**config.mk**
```make
export PLATFORM = sky130hd
export DESIGN_NAME = sensor_read_sched
export DESIGN_NICKNAME = d
export VERILOG_FILES = /design/src/rtl/sensor_read_sched.sv
export SDC_FILE = /design/constraint.sdc
export NUM_CORES = 1
export LEC_CHECK = 0
export BUFFER_PORTS_ARGS = -buffer_cell sky130_fd_sc_hd__buf_2
export CORE_UTILIZATION = 51
export CTS_BUF_LIST = sky130_fd_sc_hd__clkbuf_8
export CTS_CLUSTER_SIZE = 40
export DETAILED_ROUTE_END_ITERATION = 10
export PLACE_DENSITY = 0.72
export SYNTH_ARGS = -nofsm -noshare
export SYNTH_HDL_FRONTEND = slang
export SYNTH_SLANG_ARGS = --single-unit
```
**constraint.sdc**
```tcl
create_clock -name sys_clk -period 5.7 [get_ports sys_clk]
set_input_delay 0.57 -clock sys_clk [delete_from_list [all_inputs] [get_ports sys_clk]]
set_output_delay 0.57 -clock sys_clk [all_outputs]
set_load 0.02 [all_outputs]
```
**src/rtl/sensor_read_sched.sv**
```systemverilog
// Sensor read scheduler: coalesces client and periodic read requests, enforces a
// minimum gap between reads, times out / retries failed reads (retries built only with SENSOR_RETRY_EN).
module sensor_read_sched #(
  parameter int unsigned MIN_GAP_CYC = 100_000_000,
  parameter int unsigned PERIOD_CYC  = 250_000_000,
  parameter int unsigned TIMEOUT_CYC = 2_500_000,
  parameter int unsigned MAX_RETRY   = 2
) (
  input  logic        sys_clk,
  input  logic        sys_rst_n,
  input  logic [1:0]  req,
  output logic [1:0]  ack,
  output logic        res_ok,
  output logic        rd_start,
  input  logic        rd_busy,
  input  logic        rd_done,
  input  logic        rd_ok,
  input  logic [31:0] rd_data,
  output logic [31:0] data,
  output logic        data_valid,
  output logic        stale,
  output logic [7:0]  err_cnt,
  output logic        busy
);

  localparam int CW = 28;
  localparam logic [CW-1:0] GAP_MAX  = CW'(MIN_GAP_CYC);
  localparam logic [CW-1:0] PER_LAST = CW'(PERIOD_CYC - 1);
  localparam logic [CW-1:0] TMO_LIM  = CW'(TIMEOUT_CYC);

  localparam logic [2:0] S_IDLE  = 3'd0;
  localparam logic [2:0] S_GAP   = 3'd1;
  localparam logic [2:0] S_START = 3'd2;
  localparam logic [2:0] S_WAIT  = 3'd3;
  localparam logic [2:0] S_DONE  = 3'd4;

  logic [2:0]    state;
  logic [CW-1:0] period_cnt;
  logic [CW-1:0] gap_cnt;
  logic [CW-1:0] tmo_cnt;
  logic [1:0]    pending;
  logic          per_pend;
  logic [2:0]    serve;       // {periodic, client1, client0}
  logic          period_wrap;
  logic          any_pend;
  logic          gap_ok;
  logic          fresh;
  logic          read_good;
  logic          attempt_fail;
  logic          retry_ok;

  assign period_wrap  = (period_cnt >= PER_LAST);
  assign any_pend     = (|pending) | per_pend;
  assign gap_ok       = (gap_cnt >= GAP_MAX);
  // An empty serve mask in START means a new read; non-empty means a retry of the same clients.
  assign fresh        = (serve == 3'b000);
  assign read_good    = (state == S_WAIT) && rd_done && rd_ok;
  assign attempt_fail = (state == S_WAIT) && !read_good && (rd_done || (tmo_cnt >= TMO_LIM));
  assign busy         = (state != S_IDLE);

`ifdef SENSOR_RETRY_EN
  logic [CW-1:0] retry_cnt;

  assign retry_ok = (retry_cnt < CW'(MAX_RETRY));

  always_ff @(posedge sys_clk or negedge sys_rst_n) begin
    if (!sys_rst_n) begin
      retry_cnt <= '0;
    end else if (state == S_START && fresh) begin
      retry_cnt <= '0;
    end else if (attempt_fail && retry_ok) begin
      retry_cnt <= retry_cnt + 1'b1;
    end
  end
`else
  assign retry_ok = 1'b0;
`endif

  // NOTE: all state uses non-blocking assignments so every block sees pre-edge values.
  always_ff @(posedge sys_clk or negedge sys_rst_n) begin
    if (!sys_rst_n) begin
      period_cnt <= '0;
    end else if (period_wrap) begin
      period_cnt <= '0;
    end else begin
      period_cnt <= period_cnt + 1'b1;
    end
  end

  // Requests landing in the START cycle survive the clear and wait for the next read.
  always_ff @(posedge sys_clk or negedge sys_rst_n) begin
    if (!sys_rst_n) begin
      pending  <= 2'b00;
      per_pend <= 1'b0;
    end else if (state == S_START && fresh) begin
      pending  <= req;
      per_pend <= period_wrap;
    end else begin
      pending  <= pending | req;
      per_pend <= per_pend | period_wrap;
    end
  end

  always_ff @(posedge sys_clk or negedge sys_rst_n) begin
    if (!sys_rst_n) begin
      state      <= S_GAP;
      serve      <= 3'b000;
      gap_cnt    <= '0;
      tmo_cnt    <= '0;
      rd_start   <= 1'b0;
      ack        <= 2'b00;
      res_ok     <= 1'b0;
      data       <= '0;
      data_valid <= 1'b0;
      stale      <= 1'b0;
      err_cnt    <= 8'd0;
    end else begin
      rd_start   <= 1'b0;
      ack        <= 2'b00;
      res_ok     <= 1'b0;
      data_valid <= 1'b0;
      if (!gap_ok) gap_cnt <= gap_cnt + 1'b1;

      case (state)
        S_IDLE: begin
          if (any_pend && gap_ok && !rd_busy) begin
            state    <= S_START;
            rd_start <= 1'b1;
          end
        end
        S_GAP: begin
          if (gap_ok && !rd_busy) begin
            if (!fresh || any_pend) begin
              state    <= S_START;
              rd_start <= 1'b1;
            end else begin
              state <= S_IDLE;
            end
          end
        end
        S_START: begin
          if (fresh) serve <= {per_pend, pending};
          tmo_cnt <= '0;
          state   <= S_WAIT;
        end
        S_WAIT: begin
          if (read_good) begin
            data       <= rd_data;
            data_valid <= 1'b1;
            stale      <= 1'b0;
            ack        <= serve[1:0];
            res_ok     <= 1'b1;
            state      <= S_DONE;
          end else if (attempt_fail) begin
            if (retry_ok) begin
              gap_cnt <= '0;
              state   <= S_GAP;
            end else begin
              stale  <= 1'b1;
              if (err_cnt != 8'hFF) err_cnt <= err_cnt + 8'd1;
              ack    <= serve[1:0];
              res_ok <= 1'b0;
              state  <= S_DONE;
            end
          end else begin
            tmo_cnt <= tmo_cnt + 1'b1;
          end
        end
        S_DONE: begin
          gap_cnt <= '0;
          serve   <= 3'b000;
          state   <= S_IDLE;
        end
        default: state <= S_IDLE;
      endcase
    end
  end

endmodule

```
# Word level (Yosys, flattened, before mapping)
# Cells that the tools add are included.
# word_totals
regBits	138
inputBits	39
out_inout_bits	47
wordCells	89
# classes
addsub	4
magnitude_cmp	3
eq_ne	12
n_mux	27
n_bitwise	4
n_reduce_logical	26
# op_table
op	count
28-bit two-way mux	5
28-bit by 1-bit adder with 28-bit output (second input constant)	3
28-bit one-hot mux with 2 select lines	1
28-bit by 22-bit >= comparator with 1-bit output (second input constant)	1
28-bit by 27-bit >= comparator with 1-bit output (second input constant)	1
28-bit >= comparator (second input constant)	1
3-bit two-way mux	5
3-bit one-hot mux with 4 select lines	1
2-bit two-way mux	5
2-bit != test (second input constant)	5
8-bit by 1-bit adder with 8-bit output (second input constant)	1
1-bit logical AND	8
1-bit two-way mux	8
8-bit != test (second input constant)	1
3-bit by 2-bit == test with 1-bit output (second input constant)	2
3-bit logical NOT	2
3-bit one-hot mux with 2 select lines	1
2-bit AND reduction	3
3-bit AND reduction	2
2-bit nonzero test	3
4-bit AND reduction	1
3-bit by 1-bit == test with 1-bit output (second input constant)	1
3-bit == test (second input constant)	1
1-bit logical NOT	3
other kinds (9)	11

# Logic depth before layout (Yosys ltp)
# Gate-level depths: netlist (run 1).
# logic_depth
depth_word	9
depth_mapped	8
ltp_nobuf	6

# Least setup slack after synthesis (run 1)
# Ideal clock, no wire load.
# synth_timing
path_kind	reg2reg
from	register tmo_cnt[20]
to	register err_cnt[1]
setup_ps	125
t_arrival_ps	2022
required_ps	5575
setup_slack_ps	3553
path_stages_with_launch	7
path_buffers	1
path_cell_list	dfrtp_1 -> or4b_1 -> a211oi_2 -> a2111oi_4 -> buf_6 -> a21oi_2 -> mux2_2
# synth_via
elab_chain_len	4
# synth_lines
element	line_no	source
from (decl)	40	logic [CW-1:0] tmo_cnt;
from (signal assigned)	166	tmo_cnt <= tmo_cnt + 1'b1;
28-bit by 22-bit >= comparator with 1-bit output	58	assign attempt_fail = (state == S_WAIT) && !read_good && (rd_done || (tmo_cnt >= TMO_LIM));
1-bit logical OR	58	
1-bit logical AND	58	
4-bit AND reduction (no line)	--	
to (signal assigned)	160	if (err_cnt != 8'hFF) err_cnt <= err_cnt + 8'd1;
to (decl)	22	output logic [7:0] err_cnt,
# No other way between the ends.
# A chain may end at the register's enable or synchronous reset.

# Worst setup path after layout (run 1)
# layout_timing
from	register tmo_cnt[19]
to	register tmo_cnt[12]
# layout_via
elab_chain_len	5
# layout_lines
element	line_no
28-bit by 22-bit >= comparator with 1-bit output	58
1-bit logical OR	58
1-bit logical AND	58
2-bit != test (no line)	--
3-bit AND reduction (no line)	--
# No other way between the ends.

==> results.md, run 1 <==
- Row count: 40
- RSZ-0062 raised after global routing: no
- Main combinational cell family by area after synthesis: simple AND/OR/NAND/NOR gates
- First-pass GRT wire length: 21,900 µm
- CP required: 6060 ps
- Vias: 4,776
- Clock root buffer: clkbuf_8
- Largest net degree at the start of global routing: 83
- Top-count cell post-synth: dfrtp_1
- Post-Route WL: 12,800 µm
- Mapped Cells: 603
- Crit end category: flop
- Clock H-tree levels: 4
- Iteration-0 DRC Markers: 218
- Vias in the first global route: 4,788
- Final setup fails: 0
- Area share of the largest cell type after synthesis: 0.536
- Yosys reg bits: 138
- Congestion Overflow GR: 0
- Die Ht: 114 µm
- Maxcap violations: 0
- Area contributors post-synth: dfrtp_1 54%, xor2_1 6.6%, mux2_2 5.8%, nor2_1 4.9%, nand4_1 3.1%
- Top-Level Pins: 86
- CTS tree: yes
- Synth Net Count: 648
- Inserted Clock Buffers: 17
- Max IR drop VDD: 0.255 mV
- Wire length per cell: 14.7 µm
- Status: complete, no violations
- PnR worst setup slack: 2890 ps
- Area fraction in compound gates after synthesis: 0.0560
- Final GP Congestion: 0.792
- Vias per cell: 5.48
- Mapped Area: 6390 µm²
- Longest Clk Path Bufs: 2
- Nets: 735
- Post-DP HPWL: 8690 µm
- Leakage power: 3.59 nW
- Crit path DAT: 3170 ps
- Fmax: 356 MHz
- Ys async rst share: 1.00
- Number of synthesized flops with an enable pin: 0
- Post-Synth Adder-Cell Area: 0.0117
- Seq/Total Area, Yosys: 0.540
- Initial Util: 0.528
- Design area: 7410 µm²
- Die area: 13,000 µm²
- DP Cell Count: 839
- Final Power: 0.00189 W
- Hold buffer count at cts: 0
- Core Region: 12,100 µm²
- DR DRC count: 0
- Startpoint types: flop
- Clock slew at reported path FFs: 80 ps
- I/O Buffers: 85
- GRT Overall Usage: 0.214
- Synthesis-to-layout area growth: 15.9%
- Ys flop type: dfrtp_1
- Area leader, netlist: dfrtp_1
- Hold violation total from the final report: 0
- ANT cells: 0
- Die width: 114 µm
- Min-delay worst type: in -> async
- Layout cell share with drive strength beyond 1: 0.236
- Initial antenna violation count: 0
- Slew @ Worst Pin: 1180 ps
- Max Fanout on Critical Path: 14
- Synth top cells by count: 137 x dfrtp_1, 84 x nor2_1, 48 x xor2_1
- Worst-Skew Late Latency: 430 ps
- Final cell count without fillers: 871
- Synth Area per Inst: 10.6 µm²
- Pre-Repair DR Iteration Count: 6
- TritonCTS Sinks: 138
- Crit path kind: reg -> reg
- Flop-to-flop setup slack: 2890 ps
- Final setup TNS: 0 ps
- Final period util: 0.493
- Final Skew: 7.15 ps
- Placed Area: 6990 µm²
- Pwr/cell area: 255 nW/µm²
- Fin. max-slew vios: 0
- Setup WS pre-CTS: 2940 ps
- Postcts setup bufs: 0
- Antenna-violating nets left: 0
- Simple-Gate Fraction of Synth Area: 0.225
- CTS resizes: 0
- Relative slew slack: 0.213
- Multiplexer share of the synthesized area: 0.0597
- Synth Area in XOR/XNOR: 0.0849
- Synth unique cells: 54
- Crit path time final: 2810 ps
- Synthesis warning total: 0
[cell usage in the layout, fill, tap and decap left out, drive strengths merged, types with 2 or more instances in the layout]
cell | netlist | layout
or3 | 14 | 14
nand3 | 32 | 32
xor2 | 48 | 48
mux2 | 33 | 33
clkinv | 0 | 4
and3 | 16 | 16
nor3b | 2 | 2
ha | 6 | 6
inv | 14 | 15
clkbuf | 16 | 20
nand2 | 34 | 34
dfrtp | 137 | 137
nor4 | 11 | 11
buf | 5 | 89
nand4b | 3 | 3
clkinvlp | 0 | 4
and2 | 13 | 13
nor3 | 9 | 9
a21o | 4 | 4
o21ai | 17 | 17
bufinv | 0 | 3
o31ai | 4 | 4
nand2b | 3 | 3
a211oi | 3 | 3
or4 | 4 | 4
nand4 | 33 | 33
xnor2 | 14 | 14
and4 | 6 | 6
a21oi | 20 | 20
nor2 | 84 | 84
or3b | 2 | 2
or4b | 2 | 2
[where the power goes]
group / internal, W / switching (W)
Sequential: 0.000988 / 0.00000463
Combinational: 0.0000235 / 0.0000422
Clock: 0.000464 / 0.000371
Total: 0.00148 / 0.000418
[registers in the layout, summed over array words and instances (netlist names)]
| signal | count |
|---|---|
| err_cnt | 8 |
| serve | 3 |
| period_cnt | 28 |
| per_pend | 1 |
| rd_start | 1 |
| state | 3 |
| stale | 1 |
| pending | 2 |
| ack | 2 |
| tmo_cnt | 28 |
| gap_cnt | 28 |
| data | 32 |
| data_valid | 1 |
[cell families (layout without fill, tap and decap cells)]
kind of cell               count (synthesis)  after routing
and+or+nand+nor                          272            272
DFF                                      138            138
xor gates and xnor gates                  62             62
AOI/OAI and AO/OA                         56             56
buffers and inverters                     35            135
muxes                                     34             34
adders and majority gates                  6              6
[worst max-delay path, stage by stage, from the launching register on]
cell,delay [ps]
dfrtp_1,430
nor4_2,380
a211oi_2,140
a2111oi_4,760
nand3_2,390
or4_1,490
a21oi_1,150
[layout make-up]
| class | instances | area, µm² |
|---|---|---|
| Timing Repair Buffer | 89 | 462 |
| Clock buffer | 20 | 275 |
| Multi-Input combinational cell | 430 | 2810 |
| Clock inverter | 12 | 148 |
| Sequential cell | 138 | 3450 |
| Fill cell | 1026 | 4700 |
| Tap cell | 168 | 210 |
| Inverter | 14 | 52.6 |
[final timing paths]
kind                        startpoint     endpoint  cells past startpoint
max                        tmo_cnt[19]  tmo_cnt[12]                      6
min                          sys_rst_n   tmo_cnt[1]                      1
max reg2reg                tmo_cnt[19]  tmo_cnt[12]                      6
min reg2reg                tmo_cnt[26]  tmo_cnt[26]                      1
max in group asynchronous    sys_rst_n  tmo_cnt[14]                      2
min in group sys_clk            req[1]   pending[1]                      2
[per-stage QoR]
stage                     hold WS (ps)   util
final                              164  0.612
after global routing               212  0.612
after CTS                          185  0.612
after floorplan                    274      -
after global placement             463  0.577
after detailed placement           464  0.577
[routing by layer]
| layer | vias up | GRT usage | share of wire |
|---|---|---|---|
| li1 | 2291 | - | - |
| met5 | - | 0 | 0 |
| met2 | 101 | 0.365 | 0.50 |
| met1 | 2370 | 0.262 | 0.44 |
| met3 | 14 | 0.0664 | 0.047 |
| met4 | 0 | 0.0606 | 0.0096 |
Note: power is estimated with default switching activity, not from simulation.
==> inputs of run 2 (changes only) <==
--- a/config.mk
+++ b/config.mk
@@ -10,7 +10,7 @@
 export CTS_BUF_LIST = sky130_fd_sc_hd__clkbuf_8
 export CTS_CLUSTER_SIZE = 40
 export DETAILED_ROUTE_END_ITERATION = 10
-export PLACE_DENSITY = 0.72
+export PLACE_DENSITY = 0.75
 export SYNTH_ARGS = -nofsm -noshare
 export SYNTH_HDL_FRONTEND = slang
 export SYNTH_SLANG_ARGS = --single-unit
==> constraint.sdc (replaced) <==
create_clock -name sys_clk -period 2.3 [get_ports sys_clk]
set_input_delay 0.23 -clock sys_clk [delete_from_list [all_inputs] [get_ports sys_clk]]
set_output_delay 0.23 -clock sys_clk [all_outputs]
set_load 0.02 [all_outputs]
==> results.md, run 2 (synthesis results as in run 1) <==
- Status: complete, but fails checks (was complete, no violations)
- Failing checks: setup timing
- Synthesis-to-layout area growth: 25.6% (was 15.9%)
- Min-delay worst type: in -> reg (was in -> async)
- Max IR drop VDD: 0.478 mV (was 0.255 mV)
- Inserted Clock Buffers: 17 (unchanged)
- Fmax: 430 MHz (was 356 MHz)
- Relative slew slack: 0.583 (was 0.213)
- Post-Route WL: 13,700 µm (was 12,800 µm)
- ANT cells: 0 (unchanged)
- GRT Overall Usage: 0.227 (was 0.214)
- Commonest non-fill, non-tap cell in the layout: dfrtp_1 (unchanged)
- Switching Power: 0.00109 W (was 0.000418 W)
- Hold violation total from the final report: 0 (unchanged)
- Longest Clk Path Bufs: 2 (unchanged)
- Row count: 40 (unchanged)
- Largest net degree at the start of global routing: 70 (was 83)
- Maxcap violations: 0 (unchanged)
- Worst-Skew Late Latency: 450 ps (was 430 ps)
- Crit path kind: reg -> reg (unchanged)
- Switching Fraction: 0.234 (was 0.221)
- Initial antenna violation count: 0 (unchanged)
- Congestion Overflow GR: 0 (unchanged)
- CP required: 2620 ps (was 6060 ps)
- Vias in the first global route: 4,854 (was 4,788)
- Max Fanout on Critical Path: 8 (was 14)
- Fin Hold WS: 32.1 ps (was 164 ps)
- Startpoint types: flop (unchanged)
- Layout cell share with drive strength beyond 1: 0.264 (was 0.236)
- Post-DP HPWL: 8910 µm (was 8690 µm)
- Max FFs per register: 32 (unchanged)
- Final Skew: 10.0 ps (was 7.15 ps)
- Final GP Congestion: 0.836 (was 0.792)
- I/O Buffers: 85 (unchanged)
- Pint: 0.00357 W (was 0.00148 W)
- Final period util: 1.01 (was 0.493)
- Wire length per cell: 14.6 µm (was 14.7 µm)
- Initial Util: 0.528 (unchanged)
- Die area: 13,000 µm² (unchanged)
- Iteration-0 DRC Markers: 305 (was 218)
- Vias per cell: 5.36 (was 5.48)
- Final setup fails: 1 (was 0)
- Pwr/cell area: 581 nW/µm² (was 255 nW/µm²)
- Crit end category: flop (unchanged)
- Die Ht: 114 µm (unchanged)
- Fin. max-slew vios: 0 (unchanged)
- Setup WS pre-CTS: -76.9 ps (was 2940 ps)
- DR DRC count: 0 (unchanged)
- Hold path depth: 2
- Leakage power: 3.89 nW (was 3.59 nW)
- First-pass GRT wire length: 22,700 µm (was 21,900 µm)
- TritonCTS Sinks: 138 (unchanged)
- Crit path DAT: 2640 ps (was 3170 ps)
- Biggest register: data (unchanged)
- Core Region: 12,100 µm² (unchanged)
- Flop-to-flop setup slack: -30 ps (was 2890 ps)
- Leading cell types in the layout, fill and taps excluded: 136 x dfrtp_1, 84 x buf_2, 83 x nor2_1, 48 x xor2_1 (was 137 x dfrtp_1, 84 x buf_2, 83 x nor2_1, 48 x xor2_1, 34 x nand2_1)
- Sequential power share: 0.527 (was 0.524)
- Die width: 114 µm (unchanged)
- Clock H-tree levels: 4 (unchanged)
- Slew @ Worst Pin: 625 ps (was 1180 ps)
- Clock root buffer: clkbuf_8 (unchanged)
- Reg2Reg Depth: 8 (was 6)
- Antenna-violating nets left: 0 (unchanged)
- Crit path time final: 2330 ps (was 2810 ps)
- Top-Level Pins: 86 (unchanged)
- Clock slew at reported path FFs: 80 ps (about the same)
- Comb pwr share: 0.047 (was 0.035)
- Clock power share: 0.426 (was 0.441)
- Nets: 801 (was 735)
- Pre-Repair DR Iteration Count: 5 (was 6)
- CTS tree: yes (unchanged)
- PnR worst setup slack: -25.8 ps (was 2890 ps)
- Vias: 5,022 (was 4,776)
- RSZ-0062 raised after global routing: yes (was no)
-- run 2: cell types whose count changed in the layout (fill, tap and decap cells not counted), moves of 2 or more --
cell           delta
buf_12            +3
inv_6             +2
clkinv_4          +2
buf_4            +30
dlygate4sd3_1    +33
-- run 2: critical path, stage by stage, from the launching register on --
cell and delay, ps:
dfrtp_1 430, nor4_4 340, a211oi_2 140, a2111oi_4 420
buf_4 210, nand4_4 110, buf_4 160, o21ai_0 250
a21oi_1 120
-- run 2: metal layers --
metal | up-vias | wire length (µm) | global-route usage
met5 | - | 0 | 0
met4 | 0 | 285 | 0.0926
met3 | 24 | 797 | 0.0701
met2 | 143 | 6770 | 0.373
met1 | 2420 | 5850 | 0.280
li1 | 2435 | - | -
-- run 2: through the flow --
step	instance area [µm²]	util	power, W	std cells	setup TNS, ps
3_5_place_dp	7230	0.597	0.00268	866	-232
4_1_cts	7960	0.657	0.00469	930	0
5_1_grt	8030	0.663	0.00483	937	-187
3_3_place_gp	7230	0.597	0.00267	866	0
6_report	8030	0.663	0.00467	937	-25.8
2_1_floorplan	6390	-	0.00256	603	0
-- run 2: area by class of cell --
type                    instances  area, µm²
clock inverters                13        141
well taps                     168        210
fillers                       942       4080
flip-flops and latches        138       3460
multi-input cells             430       2830
inverters                      14       52.6
repair buffers                155       1080
clock buffers                  19        262
-- run 2: power by group through the flow --
stage | Combinational [W] | Sequential, W | Clock [W]
finish | 0.000221 | 0.00246 | 0.00199
global route | 0.000240 | 0.00246 | 0.00213
CTS | 0.000218 | 0.00246 | 0.00202
detailed placement | 0.000175 | 0.00250 | 0
global placement | 0.000170 | 0.00250 | 0
floorplan | 0.0000282 | 0.00253 | 0
-- run 2: path summary, 6_finish.rpt --
kind / from / to
max: tmo_cnt[19] / tmo_cnt[19]
min: rd_data[6] / data[6]
max reg2reg: tmo_cnt[19] / tmo_cnt[19]
min reg2reg: tmo_cnt[25] / tmo_cnt[25]
max in group asynchronous: sys_rst_n / period_cnt[18]
min in group asynchronous: sys_rst_n / tmo_cnt[17]
-- run 2: what timing repair did --
| item | 4_1_cts | 5_1_grt |
|---|---|---|
| endpoints found under the setup margin | 8 | 11 |
| gates resized for setup | 2 | 3 |
| buffers inserted | 1 | 5 |
| hold buffers | 31 | 2 |
| endpoints found under the hold margin | 95 | 2 |
| pin swaps | 1 | 6 |
